File: config.mk
export PLATFORM = sky130hd
export DESIGN_NAME = div_iter
export DESIGN_NICKNAME = d
export VERILOG_FILES = /design/src/rtl/div_iter_pkg.sv /design/src/rtl/div_step.sv /design/src/rtl/div_iter.sv
export SDC_FILE = /design/constraint.sdc
export NUM_CORES = 1
export LEC_CHECK = 0
export ABC_AREA = 1
export BUFFER_PORTS_ARGS = -buffer_cell sky130_fd_sc_hd__buf_2
export CORE_ASPECT_RATIO = 1.1
export CORE_MARGIN = 3
export CORE_UTILIZATION = 40
export CTS_CLUSTER_DIAMETER = 60
export CTS_CLUSTER_SIZE = 28
export DETAILED_ROUTE_END_ITERATION = 8
export GPL_TIMING_DRIVEN = 0
export PLACE_DENSITY = 0.55
export SLEW_MARGIN = 15
export SYNTH_ARGS = -nofsm -noshare
export SYNTH_HDL_FRONTEND = slang
export SYNTH_SLANG_ARGS = --single-unit
File: constraint.sdc
create_clock -name clk -period 4.77 [get_ports clk]
set_input_delay 0.477 -clock clk [delete_from_list [all_inputs] [get_ports clk]]
set_output_delay 0.477 -clock clk [all_outputs]
set_load 0.03 [all_outputs]
File: src/rtl/div_iter_pkg.sv
// Shared definitions for the iterative divider.
// Contents: FSM state encoding, result-select codes, iteration count and
// the all-ones quotient returned for a zero divisor.
package div_iter_pkg;

    localparam int DIV_DATA_W = 32;
    localparam int DIV_ITER   = DIV_DATA_W;

    localparam logic DIV_SEL_QUO = 1'b0;
    localparam logic DIV_SEL_REM = 1'b1;

    localparam logic [DIV_DATA_W-1:0] DIV_ZERO_QUO = {DIV_DATA_W{1'b1}};

    typedef enum logic [2:0] {
        ST_IDLE = 3'd0,
        ST_PREP = 3'd1,
        ST_CALC = 3'd2,
        ST_FIX  = 3'd3,
        ST_DONE = 3'd4
    } div_state_e;

endpackage

File: src/rtl/div_step.sv
// One restoring radix-2 division iteration (purely combinational).
// Ports:
//   rem, quo, divisor : current partial remainder, shifting dividend/quotient, |divisor|
//   rem_next, quo_next: values after shift-left-by-one and trial subtraction
module div_step #(
    parameter int DATA_W = 32
) (
    input  logic [DATA_W-1:0] rem,
    input  logic [DATA_W-1:0] quo,
    input  logic [DATA_W-1:0] divisor,
    output logic [DATA_W-1:0] rem_next,
    output logic [DATA_W-1:0] quo_next
);

    logic [DATA_W:0]   shifted_s;
    logic [DATA_W+1:0] diff_s;

    // Shift {rem,quo} left, trial-subtract, keep the difference when it did not borrow.
    always_comb begin
        shifted_s = {rem, quo[DATA_W-1]};
        diff_s    = {1'b0, shifted_s} - {2'b00, divisor};
        if (diff_s[DATA_W+1]) begin
            rem_next = shifted_s[DATA_W-1:0];
            quo_next = {quo[DATA_W-2:0], 1'b0};
        end else begin
            // rem < divisor always holds, so the kept difference fits in DATA_W bits
            rem_next = diff_s[DATA_W-1:0];
            quo_next = {quo[DATA_W-2:0], 1'b1};
        end
    end

endmodule

File: src/rtl/div_iter.sv
// Iterative 32-bit signed/unsigned divider for the execute stage.
// Ports:
//   clk, rstn      : clock (rising edge), asynchronous active-low reset
//   div_en_in      : op valid, accepted in IDLE or DONE when not flushing
//   div_rd_in      : destination tag, echoed on div_rd_out
//   div_sel_in     : 0 quotient, 1 remainder
//   div_usign      : 1 operands are signed, 0 unsigned
//   div_sr0/sr1    : dividend / divisor
//   div_flush      : cancel any in-flight op
//   div_busy       : op in PREP/CALC/FIX, upstream must stall
//   div_en_out     : one-cycle result-valid pulse (DONE state)
//   div_rd_out     : tag of the completing op
//   result         : quotient or remainder, held until the next completion
module div_iter
    import div_iter_pkg::*;
#(
    parameter int DATA_W    = 32,
    parameter bit ZERO_FAST = 1'b1
) (
    input  logic              clk,
    input  logic              rstn,
    input  logic              div_en_in,
    input  logic [4:0]        div_rd_in,
    input  logic              div_sel_in,
    input  logic              div_usign,
    input  logic [DATA_W-1:0] div_sr0,
    input  logic [DATA_W-1:0] div_sr1,
    input  logic              div_flush,
    output logic              div_busy,
    output logic              div_en_out,
    output logic [4:0]        div_rd_out,
    output logic [DATA_W-1:0] result
);

    localparam logic [5:0] CNT_LAST = 6'(DIV_ITER - 1);

    div_state_e        state_r, state_s;
    logic [5:0]        cnt_r;
    logic [4:0]        rd_r;
    logic              sel_r, sgn_r;
    logic [DATA_W-1:0] sr0_r, sr1_r;
    logic [DATA_W-1:0] quo_r, rem_r, dvs_r;
    logic              q_neg_r, r_neg_r, zero_r;
    logic              busy_r, en_out_r;
    logic [4:0]        rd_out_r;
    logic [DATA_W-1:0] result_r;

    logic              accept_s;
    logic [DATA_W-1:0] step_quo_s, step_rem_s;
    logic [DATA_W-1:0] quo_fix_s, rem_fix_s, res_s;

    function automatic logic [DATA_W-1:0] div_neg(input logic [DATA_W-1:0] v);
        return ~v + {{(DATA_W-1){1'b0}}, 1'b1};
    endfunction

    function automatic logic [DATA_W-1:0] div_abs(input logic [DATA_W-1:0] v, input logic take);
        return (take && v[DATA_W-1]) ? div_neg(v) : v;
    endfunction

    div_step #(.DATA_W(DATA_W)) u_step (
        .rem      (rem_r),
        .quo      (quo_r),
        .divisor  (dvs_r),
        .rem_next (step_rem_s),
        .quo_next (step_quo_s)
    );

    // New ops enter only when no op is in flight; flush wins over a same-cycle request.
    always_comb begin
        accept_s = div_en_in && !div_flush && (state_r == ST_IDLE || state_r == ST_DONE);
    end

    // Next-state logic.
    always_comb begin
        state_s = state_r;
        if (div_flush) begin
            state_s = ST_IDLE;
        end else begin
            case (state_r)
                ST_IDLE: state_s = accept_s ? ST_PREP : ST_IDLE;
                ST_PREP: begin
                    if (ZERO_FAST && (sr1_r == '0)) begin
                        state_s = ST_FIX;
                    end else begin
                        state_s = ST_CALC;
                    end
                end
                ST_CALC: state_s = (cnt_r == CNT_LAST) ? ST_FIX : ST_CALC;
                ST_FIX:  state_s = ST_DONE;
                ST_DONE: state_s = accept_s ? ST_PREP : ST_IDLE;
                default: state_s = ST_IDLE;
            endcase
        end
    end

    // Sign correction and result selection; a zero divisor overrides the iterated values.
    always_comb begin
        if (zero_r) begin
            quo_fix_s = DIV_ZERO_QUO;
            rem_fix_s = sr0_r;
        end else begin
            quo_fix_s = q_neg_r ? div_neg(quo_r) : quo_r;
            rem_fix_s = r_neg_r ? div_neg(rem_r) : rem_r;
        end
        res_s = (sel_r == DIV_SEL_REM) ? rem_fix_s : quo_fix_s;
    end

    // State register.
    always_ff @(posedge clk or negedge rstn) begin
        if (!rstn) begin
            state_r <= ST_IDLE;
        end else begin
            state_r <= state_s;
        end
    end

    // Operand capture, magnitude preparation and iteration datapath.
    always_ff @(posedge clk or negedge rstn) begin
        if (!rstn) begin
            cnt_r   <= 6'd0;
            rd_r    <= 5'd0;
            sel_r   <= 1'b0;
            sgn_r   <= 1'b0;
            sr0_r   <= '0;
            sr1_r   <= '0;
            quo_r   <= '0;
            rem_r   <= '0;
            dvs_r   <= '0;
            q_neg_r <= 1'b0;
            r_neg_r <= 1'b0;
            zero_r  <= 1'b0;
        end else begin
            if (accept_s) begin
                rd_r  <= div_rd_in;
                sel_r <= div_sel_in;
                sgn_r <= div_usign;
                sr0_r <= div_sr0;
                sr1_r <= div_sr1;
            end
            case (state_r)
                ST_PREP: begin
                    quo_r   <= div_abs(sr0_r, sgn_r);
                    dvs_r   <= div_abs(sr1_r, sgn_r);
                    rem_r   <= '0;
                    cnt_r   <= 6'd0;
                    q_neg_r <= sgn_r & (sr0_r[DATA_W-1] ^ sr1_r[DATA_W-1]);
                    r_neg_r <= sgn_r & sr0_r[DATA_W-1];
                    zero_r  <= (sr1_r == '0);
                end
                ST_CALC: begin
                    quo_r <= step_quo_s;
                    rem_r <= step_rem_s;
                    cnt_r <= cnt_r + 6'd1;
                end
                default: begin
                end
            endcase
            if (div_flush) begin
                cnt_r <= 6'd0;
            end
        end
    end

    // Registered outputs: busy/valid follow the next state, result/tag load on FIX exit.
    always_ff @(posedge clk or negedge rstn) begin
        if (!rstn) begin
            busy_r   <= 1'b0;
            en_out_r <= 1'b0;
            rd_out_r <= 5'd0;
            result_r <= '0;
        end else begin
            busy_r   <= (state_s == ST_PREP) || (state_s == ST_CALC) || (state_s == ST_FIX);
            en_out_r <= (state_s == ST_DONE);
            if (state_r == ST_FIX && !div_flush) begin
                result_r <= res_s;
                rd_out_r <= rd_r;
            end
        end
    end

    assign div_busy   = busy_r;
    assign div_en_out = en_out_r;
    assign div_rd_out = rd_out_r;
    assign result     = result_r;

endmodule

# == Yosys cells after proc, flatten, opt, wreduce, memory -nomap -nowiden ==
# Cells that the tools add are included.
# classes
n_addsub,6
n_mul,0
div,0
n_lt_le_gt_ge,0
n_eq_ne,9
shift,0
n_mux,18
n_bitwise,7
n_reduce_logical,14
# ops
op,n
$mux 32,8
$add 32x1->32 const B,4
$not 32->32,4
$pmux 32 s2,2
$sub 33x32->34,1
$logic_not 32->1,1
$eq 3x2->1 const B,4
$pmux 3 s4,1
$pmux 6 s2,1
$add 6x1->6 const B,1
$eq 3x1->1 const B,2
$eq 3x3->1 const B,2
$eq 6x5->1 const B,1
$mux 6,1
$logic_and 1x1->1,5
$mux 1,4
$logic_not 3->1,1
$logic_or 1x1->1,3
$mux 3,1
$reduce_bool 3->1,1
$and 1x1->1,2
$reduce_bool 2->1,1
$reduce_or 2->1,1
$logic_not 1->1,1
$xor 1x1->1,1
# totals
reg_bits,218
latchBits,0
ram_bits,0
rom_bits,0
in_bits,75
word_cells,71
mem_count,0

# == Longest topological paths before layout ==
# Gate-level depths: netlist of the first run.
# logic_depth
depth_word,9
ltp_mapped,16
depth_no_buf,16

# == By module ==
# A second synthesis of the first run with hierarchy kept.
# hier_totals
hier_cells,2457
area_unflattened_um2,16124.2
# by_module_without_submodules
mod,instances,cells_each,area_each_um2,seq_area_each_um2
div_iter,1,1787,12766.0,5455.2
div_step,1,670,3358.2,0.0

# == Worst setup path after synthesis of the first run ==
# OpenSTA, ideal clock, no wires.
# synth_path
kind,register to register
from,reg quo_r[31]
to,reg rem_r[28]
setup_ps,116
arrival_time_ps,1872
path_slack_ps,2781
path_stages_with_launch,16
path_cell_list,dfrtp_1 inv_1 ha_1 fa_1 inv_1 nand3_1 nand3_1 nand2_1 nand2_1 nand2_1 nand2_1 nand2_1 nand3_1 nand3_1 nand2_1 nand2_1
# synth_between
elab_chain_len,3
# synth_rtl
element,line,rtl
from (decl),div_iter.sv:42,"logic [DATA_W-1:0] quo_r, rem_r, dvs_r;"
from (signal assigned),div_iter.sv:142,"quo_r <= div_abs(sr0_r, sgn_r);"
from (signal assigned),div_iter.sv:151,quo_r <= step_quo_s;
$sub 33x32->34,div_step.sv:21,"diff_s = {1'b0, shifted_s} - {2'b00, divisor};"
$mux 32,div_step.sv:22,if (diff_s[DATA_W+1]) begin
$pmux 32 s2,div_iter.sv:140,case (state_r)
to (signal assigned),div_iter.sv:152,rem_r <= step_rem_s;
to (decl),div_iter.sv:42,
# No other way between the ends.
# A chain may end at the register's enable or synchronous reset.

# == Worst setup path in the final report of the first run ==
# layout_path
from,reg quo_r[0]
to,reg result_r[28] (netlist: result[28])
# layout_between
elab_chain_len,5
# layout_rtl
element,line,rtl
$not 32->32,div_iter.sv:53,"return ~v + {{(DATA_W-1){1'b0}}, 1'b1};"
$add 32x1->32,div_iter.sv:53,
$mux 32,div_iter.sv:102,quo_fix_s = q_neg_r ? div_neg(quo_r) : quo_r;
$mux 32,div_iter.sv:98,if (zero_r) begin
$mux 32,div_iter.sv:105,res_s = (sel_r == DIV_SEL_REM) ? rem_fix_s : quo_fix_s;
to (signal assigned),div_iter.sv:175,result_r <= res_s;
to (decl),div_iter.sv:46,logic [DATA_W-1:0] result_r;
# No other way between the ends.

==> results of run 1 <==
final timing paths:
| kind | from | to | slack [ps] | cells after the start |
|---|---|---|---|---|
| worst max-delay path | quo_r[0] | result[28] | 2170 | 13 |
| worst min-delay path | div_rd_in[0] | rd_r[0] | 120 | 3 |
| worst max register to register | quo_r[0] | result[28] | 2170 | 13 |
| worst min register to register | result[31] | result[31] | 470 | 2 |
| max in group asynchronous | rstn | quo_r[17] | 3160 | 4 |
| min in group asynchronous | rstn | dvs_r[18] | 490 | 2 |
what timing repair did:
| item | in CTS | in global routing |
|---|---|---|
| hold buffers | 1 | 0 |
| endpoints found under the hold margin | 73 | 0 |
| buffers inserted | 0 | 0 |
power by group through the flow:
stage	registers (uW)	logic, uW	clock network, uW
after global placement	2980	6350	0
final	2970	6460	2140
after CTS	2950	6400	2170
after global routing	3010	7240	2250
after detailed placement	2990	6360	0
after floorplan	2830	4440	0
critical path: stages, from the launching register on:
cell     delay, ps
dfrtp_1        400
inv_1          240
ha_1           240
nand3_1        120
nand2_1        180
nand3_1        160
nor2_1         450
nand3_1        130
nand2_1        100
nand3_1        110
nand2_1        110
nand2_1        110
nand2_1        100
nand2_1         50
cell families (layout without fill, tap and decap cells):
family / after synthesis / after routing
AOI/OAI and AO/OA: 347 / 347
xor gates and xnor gates: 59 / 59
adders and majority gates: 38 / 38
buffers and inverters: 366 / 529
DFF: 218 / 218
and+or+nand+nor: 1285 / 1285
metal layers:
layer / vias to the layer above / routed length (um)
met2: 548 / 24700
met1: 7411 / 28300
li1: 7754 / -
met4: 0 / 2020
met5: - / 0
met3: 91 / 4090
through the flow:
step	setup TNS [ps]	worst slack (ps)	util	total power, uW
4_1_cts	0	2120	0.466	11500
2_1_floorplan	0	2780	-	7270
5_1_grt	0	1920	0.466	12500
3_5_place_dp	0	2140	0.441	9340
3_3_place_gp	-188650	-887	0.439	9330
6_report	0	2170	0.466	11600
registers in the layout, summed over array words and instances, names as in the netlist:
| signal | count |
|---|---|
| cnt_r | 6 |
| div_busy | 1 |
| div_en_out | 1 |
| div_rd_out | 5 |
| dvs_r | 32 |
| q_neg_r | 1 |
| quo_r | 32 |
| r_neg_r | 1 |
| rd_r | 5 |
| rem_r | 32 |
| result | 32 |
| sel_r | 1 |
| sgn_r | 1 |
| sr0_r | 32 |
| sr1_r | 32 |
| state_r | 3 |
| zero_r | 1 |
final cells by class:
type / instances / area (um2) / area share
Multi-Input combinational cell: 1729 / 8350 / 0.479
Sequential cell: 218 / 5460 / 0.313
Inverter: 281 / 1050 / 0.0606
Clock buffer: 30 / 717 / 0.0412
Timing Repair Buffer: 116 / 641 / 0.0368
Tap cell: 494 / 618 / 0.0355
Buffer: 85 / 377 / 0.0216
Clock inverter: 17 / 209 / 0.0120
cell usage in the layout, fill, tap and decap left out, types with 18 or more instances in the layout:
master and count:
inv_1 272, a21oi_1 92, clkbuf_1 54, o21ai_0 161, nor2_1 207, o221ai_1 19
ha_1 37, xor2_1 41, o21ai_1 20, buf_2 128, nand4_1 29, nand2_1 749
dfrtp_1 218, nand3_1 235, xnor2_1 18, clkbuf_16 27
==> results.tsv, run 1 <==
stage	metric	value	unit
run_status	status	complete, no violations	
global_routing	grt_pass1_wl	89.1	mm
power_and_ir_drop	p_seq_frac	0.257	
global_routing	grt.total_usage	0.289	
cells_and_area	syn2layout_area_growth	14.3	%
global_routing	grt_overflow	0	
detailed_routing	vias_per_cell	5.32	
yosys	yosysWarnings	0	
yosys	synth_top_area_frac	0.358	
placed_design	gp_congestion	0.952	
yosys	synth_cell_types	47	
cells_and_area	fin_area	17400	um2
die	die_w	192	um
yosys	synthXorXnorAreaFrac	0.0339	
die	dieArea	40500	um2
placed_design	dp_cells	2922	
power_and_ir_drop	power_frac_comb	0.558	
global_routing	grt_start_max_net_pins	84	
power_and_ir_drop	leakage	0.00901	uW
sta	skew	13.6	ps
global_routing	first_global_vias	14985	
clock_network	postCtsResizedCells	0	
clock_network	clock_sinks	218	
yosys	synth_fp_nets	2426	
yosys	ys.flop_type	dfrtp_1	
yosys	yosysTopAreaCell	dfrtp_1	
die	core_area	37400	um2
yosys	synthArstFlopShare	1.00	
detailed_routing	num_vias	15804	
clock_network	cts_buffer_depth	3	
sta	min_period_over_period	0.545	
clock_network	htree_num_levels	1	
yosys	yosysMostFrequentCell	nand2_1	
job	cap_violations	0	
placed_design	place_area	16500	um2
detailed_routing	drc	0	
detailed_routing	first_pass_iters	5	
clock_network	clk_latency	550	ps
yosys	synth_area	15200	um2
yosys	synth_commonest_cells	nand2_1 (749), inv_1 (272), nand3_1 (235), dfrtp_1 (218), nor2_1 (207)	
power_and_ir_drop	cellPowerDensity	665	nW/um2
sta	slew_headroom	0.366	
clock_network	clkTransAtPathRegs	70	ps
yosys	synth_edf_count	0	
setup_path	path_max_fanout	6	
placed_design	post-dp-hpwl	47.9	mm
sta	worst_pin_slew	951	ps
detailed_routing	wire_per_inst	19.9	um
sta	setup_viol	0	
setup_path	critPathLaunchType	flip-flop	
global_routing	grt_use_met2	0.424	
sta	rsz0062_at_grt	false	
placed_design	portBuffers	113	
yosys	synth_top_family_by_area	simple AND/OR/NAND/NOR gates	
clock_network	cts_tree	done	
sta	max_freq	385	MHz
die	start_util	0.407	
yosys	synth-adder-area-share	0.0317	
power_and_ir_drop	p_clk_frac	0.185	
global_routing	antenna_found_initial	1	
sta	period_needed	2600	ps
clock_network	cts_root_buffer	clkbuf_16	
yosys	ys_seq_elements	218	
sta	hold_violations	0	
sta	drv_slew	0	
cells_and_area	layout.nets	2570	
min_path	hold_class	input port to flip-flop	
die	ios	114	
cells_and_area	antenna_cells	0	
yosys	synthMuxAreaShare	0	
power_and_ir_drop	net-switching-power	5970	uW
power_and_ir_drop	switching_share	0.516	
detailed_routing	drtIter0Drc	1251	
setup_path	required	5200	ps
detailed_routing	wirelength	59.1	mm
yosys	synth-simple-area-share	0.355	
yosys	synthTopCellsByArea	dfrtp_1 (36%), nand2_1 (18%), nand3_1 (7.7%)	
clock_network	cts_buffers	26	
die	die_y	211	um
global_routing	met1_usage	0.431	
power_and_ir_drop	power.internal	5610	uW
yosys	ys_seq_area_frac	0.358	
global_routing	use_met3	0.0516	
die	fp-row-count	74	
yosys	synth_cells	2313	
cells_and_area	fill_cells	4018	
cells_and_area	fin_cells	2970	
setup_path	worstPathArrival	3030	ps
setup_path	crit_type	flip-flop to flip-flop	
yosys	synth_compound_area_frac	0.128	
global_routing	busiest_layer	met1	
sta	fin_hold_ws	118	ps
power_and_ir_drop	vdd_ir_drop_max	0.415	mV
detailed_routing	drtAntennaViolNets	0	
yosys	synth_area_per_cell	6.59	um2
cells_and_area	drive_gt1_frac	0.0945	
setup_path	endpoint_kind	flip-flop	
Power figures use the tool's default switching activity.
==> inputs of run 2 (changes only) <==
- ABC_AREA: 1 -> 0
- PLACE_DENSITY: 0.55 -> 0.57
- clock period: 4.77 -> 2.18 ns (I/O delays scaled with it)
==> results.tsv, run 2 <==
stage	metric	value	unit	change
cells_and_area	layout_commonest_cell	dfrtp_1		
detailed_routing	wirelength	47.1	mm	-20%
global_routing	first_global_vias	12863		-14%
power_and_ir_drop	vdd_ir_drop_max	0.798	mV	+93%
yosys	synthArstFlopShare	1.00		unchanged
clock_network	cts_buffer_depth	3		unchanged
sta	hold_violations	0		unchanged
placed_design	post-dp-hpwl	32.7	mm	-32%
global_routing	grt_overflow	0		unchanged
setup_path	endpoint_kind	flip-flop		
detailed_routing	vias_per_cell	5.62		+5.6%
die	fp-row-count	69		-6.8%
yosys	ys_seq_elements	218		unchanged
sta	min_period_over_period	1.26		+0.715
setup_path	critPathLaunchType	flip-flop		
detailed_routing	num_vias	12621		-20%
setup_path	required	2610	ps	-2590 ps
clock_network	htree_num_levels	1		unchanged
die	start_util	0.411		+0.00393
power_and_ir_drop	total_power	29400	uW	+150%
run_status	failed_checks	setup timing		
cells_and_area	layout_common_cells	dfrtp_1 (185), nand2_1 (149), buf_2 (114)		
sta	worst_pin_slew	951	ps	+0.385 ps
yosys	synth_commonest_cells	dfrtp_1 (218), nand2_1 (173), o21ai_0 (124), nor2_1 (77), clkbuf_1 (74)		
yosys	synthTopCellsByArea	dfrtp_1 (40%), mux2_2 (5.4%), nand2_1 (4.8%)		
cells_and_area	layout.nets	1914		-26%
yosys	synth_area_per_cell	9.12	um2	+38%
sta	setup_viol	78		+78
setup_path	cpMaxStageDelayCell	dfrtp_2		
placed_design	portBuffers	112		-0.88%
cells_and_area	drive_gt1_frac	0.357		+0.262
yosys	yosysTopAreaCell	dfrtp_1		
die	die_y	199	um	-5.7%
yosys	synth_area	13500	um2	-11%
sta	skew	22.5	ps	+8.94 ps
yosys	synth_top_area_frac	0.404		+0.0463
die	core_area	32800	um2	-12%
cells_and_area	fin_util	0.582		+0.116
clock_network	clk_latency	560	ps	about the same
sta	period_needed	2750	ps	+149 ps
setup_path	worstPathArrival	3180	ps	+150 ps
yosys	synth_edf_count	0		unchanged
detailed_routing	drtIter0Drc	760		-39%
die	dieArea	36000	um2	-11%
sta	rsz0062_at_grt	true		
global_routing	antenna_found_initial	0		-1
setup_path	path_delay_family	simple AND/OR/NAND/NOR gates		
min_path	hold_class	input port to flip-flop		
sta	slew_headroom	0.366		about the same
placed_design	gp_congestion	0.909		-4.5%
detailed_routing	drc	0		unchanged
power_and_ir_drop	leakage	0.00814	uW	-9.7%
detailed_routing	drtAntennaViolNets	0		unchanged
run_status	status	finished, violations left		
clock_network	cts_tree	done		
global_routing	grt_pass1_wl	71.9	mm	-19%
sta	fin_hold_ws	112	ps	-6.53 ps
clock_network	clkTransAtPathRegs	70	ps	about the same
setup_path	path_max_fanout	7		+1
cells_and_area	syn2layout_area_growth	41.5	%	
yosys	ys_seq_area_frac	0.404		+0.0463
clock_network	cts_buffers	24		-7.7%
sta	drv_slew	0		unchanged
die	die_w	181	um	-5.7%
yosys	yosysWarnings	0		unchanged
die	ios	114		unchanged
job	cap_violations	0		unchanged
placed_design	dp_slack	-1280	ps	-3420 ps
detailed_routing	wire_per_inst	21.0	um	+5.4%
sta	max_freq	364	MHz	-5.4%
yosys	synth_cell_types	76		+62%
setup_path	r2r_slack	-570	ps	-2740 ps
yosys	ys.flop_type	dfrtp_1		
power_and_ir_drop	cellPowerDensity	1540	nW/um2	+130%
clock_network	cts_root_buffer	clkbuf_16		
yosys	synth_cells	1479		-36%
sta	setup_slack	-567	ps	-2740 ps
setup_path	crit_chain	ha_4 -> nand2_4 -> or3_4 -> a211oi_4 -> nor2_4 -> o211ai_2 -> o21a_1 -> buf_8 -> buf_6 -> nor4bb_4 -> o21ai_1		
clock_network	clock_sinks	218		unchanged
global_routing	grt.total_usage	0.251		-0.0376
cells_and_area	antenna_cells	0		unchanged
yosys	yosysMostFrequentCell	dfrtp_1		
setup_path	cp_slowest_stage_delay	440	ps	about the same
global_routing	grt_start_max_net_pins	93		+11%
yosys	synth_fp_nets	1592		-34%
detailed_routing	first_pass_iters	5		unchanged
setup_path	critPathBufInv	2		+1
setup_path	crit_type	flip-flop to flip-flop		
run 2: cell count changes after synthesis, moves of 23 or more:
| cell | previous run | this run |
|---|---|---|
| mux2_2 | 0 | 65 |
| nand2_1 | 749 | 173 |
| o21ai_1 | 20 | 55 |
| nand4_1 | 29 | 6 |
| o31ai_1 | 2 | 29 |
| o21ai_0 | 161 | 124 |
| nor2_1 | 207 | 77 |
| mux2i_1 | 0 | 28 |
| nand3_1 | 235 | 25 |
| inv_1 | 272 | 56 |
| xnor2_1 | 18 | 70 |
| a22oi_1 | 0 | 36 |
| xor2_1 | 41 | 72 |
run 2: cells by family after synthesis:
| group | Yosys count | synth area share |
|---|---|---|
| AOI/OAI and AO/OA | 445 | 0.207 |
| xor gates and xnor gates | 142 | 0.0922 |
| adders and majority gates | 38 | 0.0358 |
| buffers and inverters | 145 | 0.0414 |
| DFF | 218 | 0.404 |
| muxes | 93 | 0.0750 |
| and+or+nand+nor | 398 | 0.144 |
run 2: timing repair:
item / in CTS / in global routing
hold buffers: 72 / 0
endpoints found under the hold margin: 161 / 0
gates resized for setup: 250 / 170
cloned: 3 / 1
buffers inserted: 92 / 35
pin swaps: 115 / 89
endpoints found under the setup margin: 186 / 156
run 2: worst paths after layout:
check | startpoint | endpoint | depth (start not counted)
worst max-delay path | rem_r[11] | rem_r[28] | 11
worst min-delay path | div_flush | cnt_r[2] | 2
worst max register to register | rem_r[11] | rem_r[28] | 11
worst min register to register | rd_r[1] | div_rd_out[1] | 2
max in group asynchronous | rstn | sr1_r[17] | 3
min in group asynchronous | rstn | sr0_r[7] | 2
run 2: power breakdown:
group          internal, uW  switching [uW]
combinational          8710            9550
clock                  2230            2020
sequential             5210            1720
total                 16100           13300
run 2: worst reg2reg max path, delay by kind of cell, from the launching register on:
kind	cells	cell delay [ps]
and+or+nand+nor	4	820
AOI/OAI and AO/OA	4	750
DFF	1	440
adders and majority gates	1	330
buffers and inverters	2	290
run 2: area by class of cell:
type                    instances  area, um2
multi-input cells            1117       9210
fillers                      2839      13700
clock buffers                  26        629
repair buffers                309       2430
plain buffers                  73        373
inverters                      58        218
flip-flops and latches        218       5500
clock inverters                18        201
well taps                     426        533
run 2: layer usage:
metal / wire length (um) / track usage / share of wire
met5: 0 / 0 / 0
met4: 2010 / 0.102 / 0.043
met3: 1860 / 0.0232 / 0.039
met2: 23700 / 0.458 / 0.50
met1: 19600 / 0.306 / 0.42
run 2: through the flow:
step | area (um2) | TNS, ps | cells
2_1_floorplan | 13800 | -11740 | 1479
3_3_place_gp | 14800 | -776190 | 2017
3_5_place_dp | 14900 | -102680 | 2019
4_1_cts | 18300 | -25600 | 2221
5_1_grt | 19100 | -34040 | 2245
6_report | 19100 | -27770 | 2245
==> inputs of run 3 (changes only) <==
- ABC_CLOCK_PERIOD_IN_PS: not set -> 2180
- PLACE_DENSITY: 0.57 -> not set
==> results.tsv, run 3 (same netlist as run 2, synthesis figures left out) <==
stage	metric	value	unit	change
global_routing	grt_overflow	0		unchanged
detailed_routing	drtIter0Drc	903		+19%
sta	rsz0062_at_grt	true		
global_routing	grt_pass1_wl	72.5	mm	+0.83%
clock_network	cts_root_buffer	clkbuf_16		
detailed_routing	vias_per_cell	5.75		+2.2%
sta	slew_headroom	0.335		-0.0304
global_routing	grt_start_max_net_pins	85		-8.6%
run_status	failed_checks	setup timing		
run_status	status	finished, violations left		
setup_path	required	2650	ps	+40 ps
die	core_area	32800	um2	unchanged
sta	worst_pin_slew	972	ps	+20.5 ps
cells_and_area	fill_cells	2864		+0.88%
sta	fin_hold_ws	60.6	ps	-51.1 ps
die	start_util	0.411		unchanged
cells_and_area	layout.nets	1901		-0.68%
cells_and_area	layout_commonest_cell	dfrtp_1		
sta	period_needed	2760	ps	+14.6 ps
sta	max_freq	362	MHz	-0.53%
clock_network	htree_num_levels	1		unchanged
global_routing	first_global_vias	12838		-0.19%
clock_network	cts_tree	done		
global_routing	grt.total_usage	0.253		+0.00176
setup_path	crit_type	flip-flop to flip-flop		
placed_design	portBuffers	112		unchanged
setup_path	critPathLaunchType	flip-flop		
min_path	holdPathStages	3		+1
sta	setup_viol	87		+12%
cells_and_area	fin_util	0.577		-0.00549
sta	setup_slack	-582	ps	-14.6 ps
die	ios	114		unchanged
detailed_routing	first_pass_iters	5		unchanged
power_and_ir_drop	cellPowerDensity	1510	nW/um2	-2.2%
setup_path	rr_worst_depth	11		unchanged
sta	hold_violations	0		unchanged
detailed_routing	wire_per_inst	21.5	um	+2.5%
power_and_ir_drop	vdd_ir_drop_max	0.833	mV	+4.3%
sta	skew	26.4	ps	+3.84 ps
detailed_routing	num_vias	12822		+1.6%
clock_network	clk_latency	550	ps	about the same
global_routing	antenna_found_initial	0		unchanged
cells_and_area	antenna_cells	0		unchanged
cells_and_area	drive_gt1_frac	0.362		+0.00498
setup_path	path_max_fanout	3		-4
sta	drv_slew	0		unchanged
cells_and_area	syn2layout_area_growth	40.2	%	
job	cap_violations	0		unchanged
clock_network	cts_buffers	23		-4.2%
detailed_routing	drc	0		unchanged
detailed_routing	drtAntennaViolNets	0		unchanged
clock_network	clkTransAtPathRegs	80	ps	about the same
placed_design	gp_congestion	0.898		-1.3%
die	die_y	199	um	unchanged
power_and_ir_drop	leakage	0.00807	uW	-0.85%
setup_path	worstPathArrival	3230	ps	+50 ps
sta	min_period_over_period	1.27		+0.00668
die	die_w	181	um	unchanged
setup_path	endpoint_kind	flip-flop		
clock_network	cts_buffer_depth	3		unchanged
placed_design	post-dp-hpwl	33.2	mm	+1.7%
clock_network	clock_sinks	218		unchanged
sta	tns	-28950	ps	-1180 ps
die	dieArea	36000	um2	unchanged
detailed_routing	wirelength	48.0	mm	+1.9%
cells_and_area	layout_common_cells	dfrtp_1 (185), nand2_1 (146), buf_2 (115)		
min_path	hold_class	input port to flip-flop		
die	fp-row-count	69		unchanged
run 3: worst max-delay path, stage by stage (launching register included):
cell and delay [ps]:
dfrtp_1 390, inv_2 120, ha_4 170, fa_2 220, nor2b_2 50, o211ai_1 330, a21oi_2 130, o21a_1 210
o31a_1 320, o21a_1 250, or3_1 330, a31oi_1 170
run 3: worst paths after layout:
path	from	endpoint	slack [ps]
hold / removal	div_sr1[0]	sr1_r[0]	60
min in group asynchronous	rstn	result[8]	170
max in group asynchronous	rstn	sr1_r[2]	790
setup reg to reg	quo_r[31]	rem_r[10]	-580
setup / recovery	quo_r[31]	rem_r[10]	-580
hold reg to reg	rd_r[4]	div_rd_out[4]	470
run 3: layout make-up:
class / count / area (um2) / area share
Multi-Input combinational cell: 1117 / 9150 / 0.484
Sequential cell: 218 / 5500 / 0.291
Timing Repair Buffer: 298 / 2340 / 0.124
Clock buffer: 25 / 583 / 0.0308
Tap cell: 426 / 533 / 0.0282
Buffer: 72 / 390 / 0.0206
Inverter: 58 / 218 / 0.0115
Clock inverter: 17 / 206 / 0.0109
run 3: metal layers:
layer | vias up | global-route usage | part of all wire | wire (um)
met1 | 6343 | 0.311 | 0.41 | 19700
met4 | 0 | 0.120 | 0.050 | 2400
met2 | 398 | 0.439 | 0.49 | 23700
met3 | 118 | 0.0373 | 0.046 | 2230
li1 | 5963 | - | - | -
met5 | - | 0 | 0 | 0
run 3: stage by stage:
step	setup WS, ps	instances	area (um2)	power, uW
finish	-582	2231	18900	28500
global route	-684	2231	18900	30200
CTS	-577	2205	17900	26400
detailed placement	-1060	2019	14900	19100
global placement	-3480	2017	14800	19000
floorplan	-375	1479	13800	15900
run 3: repair_timing:
| item | in CTS | in global routing |
|---|---|---|
| hold buffers | 70 | 0 |
| resized for setup | 230 | 208 |
| setup buffers | 79 | 38 |
| cloned | 3 | 1 |
| hold endpoints to repair | 122 | 0 |
| setup endpoints to repair | 189 | 158 |
| pin swaps | 104 | 103 |
run 3: power by group:
group	leakage [uW]	internal, uW	switching [uW]	total [uW]
clock	0.000375	2170	1940	4120
sequential	0.00273	5200	1700	6900
combinational	0.00497	8170	9340	17500
total	0.00807	15500	13000	28500
